===== src/rtl/io_dev_pkg.sv =====
// io_dev_pkg: shared code constants and FSM encodings for the I/O device port.
package io_dev_pkg;

  typedef logic [4:0] code_t;

  localparam code_t CODE_WRITE    = 5'b00110;
  localparam code_t CODE_END      = 5'b00111;
  localparam code_t CODE_SEL      = 5'b00001;
  localparam code_t CODE_NUM_MASK = 5'b10000;

  // One-hot state encodings, two bits per FSM.
  localparam logic [1:0] IN_IDLE  = 2'b01;
  localparam logic [1:0] IN_VAL   = 2'b10;
  localparam logic [1:0] OUT_IDLE = 2'b01;
  localparam logic [1:0] OUT_ACK  = 2'b10;

  // The write code doubles as the end-of-record marker on the output path.
  function automatic logic is_eor(input code_t code);
    return code == CODE_WRITE;
  endfunction

endpackage


===== src/rtl/io_dev_fifo.sv =====
// io_dev_fifo: synchronous FIFO with extended pointers. A push into a full
// FIFO is accepted when a pop happens in the same cycle; otherwise the
// push is dropped and reported on drop for one cycle.
module io_dev_fifo import io_dev_pkg::*; #(
  parameter int DEPTH = 8,
  parameter int WIDTH = 5,
  localparam int AW = $clog2(DEPTH)
) (
  input  logic             clk,
  input  logic             reset,
  input  logic             push,
  input  logic [WIDTH-1:0] wdata,
  input  logic             pop,
  output logic [WIDTH-1:0] rdata,
  output logic             full,
  output logic             empty,
  output logic [AW:0]      count,
  output logic             drop
);

  logic [WIDTH-1:0] mem [DEPTH];
  logic [AW:0]      wr;
  logic [AW:0]      rd;
  logic             do_push;
  logic             do_pop;

  assign empty   = (wr == rd);
  assign full    = (wr[AW] != rd[AW]) && (wr[AW-1:0] == rd[AW-1:0]);
  assign do_pop  = pop && !empty;
  assign do_push = push && (!full || do_pop);
  assign drop    = push && !do_push;
  assign count   = wr - rd;
  assign rdata   = mem[rd[AW-1:0]];

  // Pointer advance; wrap comes for free from the extra MSB.
  always_ff @(posedge clk or posedge reset) begin
    if (reset) begin
      wr <= '0;
      rd <= '0;
    end else begin
      if (do_push) wr <= wr + 1'b1;
      if (do_pop)  rd <= rd + 1'b1;
    end
  end

  // Storage write; contents need no reset since empty gates the head.
  always_ff @(posedge clk) begin
    if (do_push) mem[wr[AW-1:0]] <= wdata;
  end

endmodule


===== src/rtl/io_dev_port.sv =====
// io_dev_port: device-side responder for the I/O unit's input (rdy/val) and
// output (rdy/ack) handshakes, each direction buffered by an io_dev_fifo.
// Optional build macro IO_DEV_LOOPBACK_EN: when defined, loopback_en=1
// routes captured output codes into the input FIFO instead of the output FIFO.
//
// Input FSM
//   state    | meaning
//   IN_IDLE  | val low, waiting for rdy with a code queued
//   IN_VAL   | val high, code held until rdy drops; pop on the drop
// Output FSM
//   state    | meaning
//   OUT_IDLE | ack low, waiting for rdy with room downstream
//   OUT_ACK  | ack high, code already captured; wait for rdy to drop
module io_dev_port import io_dev_pkg::*; #(
  parameter int IN_DEPTH  = 8,
  parameter int OUT_DEPTH = 8
) (
  input  logic                       clk,
  input  logic                       reset,
  input  logic                       input_rdy_from_io,
  output logic                       input_val_to_io,
  output logic [4:0]                 input_data_to_io,
  input  logic                       output_rdy_from_io,
  input  logic [4:0]                 output_data_from_io,
  output logic                       output_ack_to_io,
  input  logic                       host_in_push,
  input  logic [4:0]                 host_in_data,
  output logic                       host_in_full,
  output logic [$clog2(IN_DEPTH):0]  host_in_count,
  output logic                       host_in_overflow,
  input  logic                       host_out_pop,
  output logic [4:0]                 host_out_data,
  output logic                       host_out_empty,
  output logic                       host_out_eor,
  input  logic                       loopback_en
);

  logic [1:0] in_state;
  logic [1:0] out_state;

  logic  in_push;
  code_t in_wdata;
  logic  in_pop;
  code_t in_head;
  logic  in_empty;
  logic  in_drop;

  logic  out_push;
  logic  out_full;
  logic  out_drop_unused;
  logic [$clog2(OUT_DEPTH):0] out_count_unused;

  logic  room;
  logic  cap;
  logic  lb_collide;

  // The input code is consumed when the I/O unit drops rdy after seeing val.
  assign in_pop = (in_state == IN_VAL) && !input_rdy_from_io;
  assign cap    = (out_state == OUT_IDLE) && output_rdy_from_io && room;

`ifdef IO_DEV_LOOPBACK_EN
  logic lb_cap;
  assign lb_cap     = cap && loopback_en;
  assign room       = loopback_en ? !host_in_full : !out_full;
  assign in_push    = lb_cap || host_in_push;
  assign in_wdata   = lb_cap ? output_data_from_io : host_in_data;
  assign out_push   = cap && !loopback_en;
  // A looped-back code takes the write port; a coincident host push is lost.
  assign lb_collide = lb_cap && host_in_push;
`else
  logic unused_loopback;
  assign unused_loopback = loopback_en;
  assign room       = !out_full;
  assign in_push    = host_in_push;
  assign in_wdata   = host_in_data;
  assign out_push   = cap;
  assign lb_collide = 1'b0;
`endif

  io_dev_fifo #(.DEPTH(IN_DEPTH), .WIDTH(5)) u_in_fifo (
    .clk   (clk),
    .reset (reset),
    .push  (in_push),
    .wdata (in_wdata),
    .pop   (in_pop),
    .rdata (in_head),
    .full  (host_in_full),
    .empty (in_empty),
    .count (host_in_count),
    .drop  (in_drop)
  );

  io_dev_fifo #(.DEPTH(OUT_DEPTH), .WIDTH(5)) u_out_fifo (
    .clk   (clk),
    .reset (reset),
    .push  (out_push),
    .wdata (output_data_from_io),
    .pop   (host_out_pop),
    .rdata (host_out_data),
    .full  (out_full),
    .empty (host_out_empty),
    .count (out_count_unused),
    .drop  (out_drop_unused)
  );

  // Input handshake: present the FIFO head, hold it until rdy falls.
  always_ff @(posedge clk or posedge reset) begin
    if (reset) begin
      in_state         <= IN_IDLE;
      input_val_to_io  <= 1'b0;
      input_data_to_io <= '0;
    end else begin
      case (in_state)
        IN_IDLE: begin
          if (input_rdy_from_io && !in_empty) begin
            in_state         <= IN_VAL;
            input_val_to_io  <= 1'b1;
            input_data_to_io <= in_head;
          end
        end
        IN_VAL: begin
          if (!input_rdy_from_io) begin
            in_state        <= IN_IDLE;
            input_val_to_io <= 1'b0;
          end
        end
        default: begin
          in_state        <= IN_IDLE;
          input_val_to_io <= 1'b0;
        end
      endcase
    end
  end

  // Output handshake: capture on rdy when there is room, ack until rdy falls.
  always_ff @(posedge clk or posedge reset) begin
    if (reset) begin
      out_state        <= OUT_IDLE;
      output_ack_to_io <= 1'b0;
    end else begin
      case (out_state)
        OUT_IDLE: begin
          if (cap) begin
            out_state        <= OUT_ACK;
            output_ack_to_io <= 1'b1;
          end
        end
        OUT_ACK: begin
          if (!output_rdy_from_io) begin
            out_state        <= OUT_IDLE;
            output_ack_to_io <= 1'b0;
          end
        end
        default: begin
          out_state        <= OUT_IDLE;
          output_ack_to_io <= 1'b0;
        end
      endcase
    end
  end

  // End-of-record pulse, one cycle after the capturing edge.
  always_ff @(posedge clk or posedge reset) begin
    if (reset) host_out_eor <= 1'b0;
    else       host_out_eor <= cap && is_eor(output_data_from_io);
  end

  // Sticky overflow: any host code that never made it into the input FIFO.
  always_ff @(posedge clk or posedge reset) begin
    if (reset) host_in_overflow <= 1'b0;
    else if (in_drop || lb_collide) host_in_overflow <= 1'b1;
  end

endmodule


===== config.mk =====
export PLATFORM = sky130hd
export DESIGN_NAME = io_dev_port
export DESIGN_NICKNAME = d
export VERILOG_FILES = /design/src/rtl/io_dev_pkg.sv /design/src/rtl/io_dev_fifo.sv /design/src/rtl/io_dev_port.sv
export SDC_FILE = /design/constraint.sdc
export NUM_CORES = 1
export LEC_CHECK = 0
export CORE_MARGIN = 10
export CORE_UTILIZATION = 58
export DETAILED_ROUTE_END_ITERATION = 10
export HOLD_SLACK_MARGIN = 0.02
export PLACE_DENSITY = 0.91
export SYNTH_ARGS = -nofsm -noshare
export SYNTH_HDL_FRONTEND = slang
export SYNTH_HIERARCHICAL = 1
export SYNTH_SLANG_ARGS = --single-unit

===== constraint.sdc =====
create_clock -name clk -period 3.75 [get_ports clk]
set_input_delay 0.375 -clock clk [delete_from_list [all_inputs] [get_ports clk]]
set_output_delay 0.375 -clock clk [all_outputs]
set_load 0.005 [all_outputs]

==> impl_metrics.yaml <==
critical_path:
  max_stage_delay_ns: 0.72
  crit_path_max_fanout: 14
  slowest_stage: "dfrtp_1"
  cp.required_ns: 3.74
  crit_top_cell: "nor3_1"
  critical_path_arrival_ns: 3.10
  critical_path.endpoint_type: "register"
  cp-start-kind: "register"
  crit_chain: "inv_1 -> ha_1 -> nand3_1 -> nor2_1 -> nor3_1 -> nand3b_1 -> nor3_1"
  crit_type: "register to register"
layout:
  nets: 352
  antenna_cells: 0
  drive_gt1_share_pct: 18.24
  areaGrowthSynthToFinish_pct: 14.56
  fin_util_pct: 67.63
detailed_routing:
  first_pass_iters: 4
  drtAntennaViolNets: 0
  drtIter0Drc: 79
  totalWireLength_microns: 7658
  route.detailed.drc: 0
  via_per_inst: 5.538
  wl_per_cell_microns: 17.77
  route.vias.total: 2387
clock_tree:
  cts.clk_slew.worst_paths_ns: 0.10
  clock-sinks: 107
  cts-root-buf: "clkbuf_8"
  cts.path.max_buffers: 2
  cts_hold_buffers: 0
  cts_tree: "yes"
  post-cts-setup-buffer-count: 0
  cts_inserted_buffers: 9
  h-tree-depth: 3
  post_cts_resized: 0
  clk_latency_ns: 0.36
grt:
  grt_max_degree: 21
  antenna_found_initial: 0
  grt_pass1_vias: 2643
  grt_pass1_wl_microns: 13070
  grt_use_total_pct: 14.31
  grt_overflow: 0
floorplan:
  initial_core_util_pct: 59.03
  core_sq_mm: 0.007687
  ioPinCount: 37
  fp.dieH_microns: 108.5
  rows: 32
  dieArea_sq_mm: 0.01176
  die_w_microns: 108.5
placement:
  io_buffers: 35
  pre_cts_slack_ns: 0.6247
  dp_hpwl_microns: 5582
  place.gp.congestion: 0.7755
sta:
  fin_setup_tns_ns: 0
  max_slew_margin_pct: 48.86
  whs_ns: 0.3191
  fmax_ghz: 0.3220
  slew_violations: 0
  finClkSkew_ns: 0.01035
  fin_ws_ns: 0.6440
  period_needed_ns: 3.106
  hold_violations: 0
  rsz0062_at_grt: "false"
  timing.final.crit_share_pct: 82.83
  finalSetupViolCount: 0
  tightestPinTransition_ns: 0.7612
pwr:
  seq_power_share_pct: 44.9
  combPwrFrac_pct: 38.3
  irDropWorstVdd_mv: 0.5153
  power.leakage_nw: 1.903
  clockPowerShare_pct: 16.8
  switching_share_pct: 32.46
  p_sw_mw: 1.271
  cellInternalPower_mw: 2.645
  powerDensity_mw_per_mm2: 753.4
yosys:
  synthCells: 281
  syn_area_per_cell_sq_um: 16.15
  synth_nets: 309
  ys_warn_count: 6
  synth_area_sq_mm: 0.004538
status:
  run_status: "finished, final reports clean"
job:
  drv_cap: 0
min_path:
  min_path_type: "input port to asynchronous set/reset pin"
## per-stage QoR
stage | instance area (sq um) | power [mW] | std cells
after floorplan | 4538 | 2.723 | 281
after global placement | 5009 | 3.239 | 415
after detailed placement | 5009 | 3.304 | 415
after CTS | 5199 | 3.965 | 431
after global routing | 5199 | 4.190 | 431
final | 5199 | 3.917 | 431
## worst paths after layout
check | startpoint | endpoint | slack, ns | cells past startpoint
setup / recovery | u_out_fifo/rd[1]$_DFFE_PP0P_ | u_out_fifo/mem[0][1]$_DFFE_PP_ | 0.64 | 7
hold / removal | reset | u_out_fifo/wr[3]$_DFFE_PP0P_ | 0.32 | 2
setup reg to reg | u_out_fifo/rd[1]$_DFFE_PP0P_ | u_out_fifo/mem[0][1]$_DFFE_PP_ | 0.64 | 7
hold reg to reg | host_in_overflow$_DFFE_PP0P_ | host_in_overflow$_DFFE_PP0P_ | 0.49 | 1
max in group asynchronous | reset | in_state[0]$_DFFE_PP1P_ | 3.01 | 2
min in group clk | host_in_overflow$_DFFE_PP0P_ | host_in_overflow$_DFFE_PP0P_ | 0.49 | 1
## power by group through the flow
stage / Combinational, mW / Clock, mW / Sequential (mW)
after global routing: 1.67 / 0.725 / 1.79
final: 1.50 / 0.659 / 1.76
after detailed placement: 1.52 / 0 / 1.78
after CTS: 1.53 / 0.677 / 1.76
after floorplan: 1.02 / 0 / 1.70
after global placement: 1.47 / 0 / 1.77
## routing by layer
| layer | vias up | share of wire [%] | track usage (%) |
|---|---|---|---|
| met3 | 12 | 4.8 | 3.986 |
| li1 | 1121 | - | - |
| met5 | - | 0 | 0 |
| met1 | 1194 | 40 | 15.79 |
| met2 | 60 | 53 | 25.73 |
| met4 | 0 | 2.2 | 5.273 |
## registers in the layout (all words and copies together), names as in the netlist
signal            count
output_ack_to_io      1
u_out_fifo/wr         4
u_in_fifo/mem        40
u_in_fifo/wr          4
in_state              2
out_state             1
u_out_fifo/rd         4
host_in_overflow      1
u_in_fifo/rd          4
u_out_fifo/mem       40
host_out_eor          1
input_data_to_io      5
## cell usage in the layout (no fill, tap or decap), types with 5 or more instances in the layout
master	instances
xnor2_1	12
nand2_1	39
nand3_1	8
clkbuf_8	9
nor3_1	5
edfxtp_1	80
mux4_2	20
dfrtp_1	25
clkdlybuf4s50_1	35
ha_1	10
nor2_1	16
inv_1	17
mux2_2	7
## worst max-delay path: cells and delay by family, from the launching register on
family	cells	cell delay (ns)
simple gates	5	1.62
flops	1	0.72
fa+ha+maj	1	0.28
buf+inv	1	0.10
## cell type report
type                       instances  area [sq um]
tap                              102         127.6
clock buffer                       9         123.9
inverter                          17         63.81
multi-input combinational        151          1364
fill                             537          2489
sequential                       107          3080
clock inverter                     7         66.31
timing repair buffer              38         372.9
(Power assumes the default switching activity.)
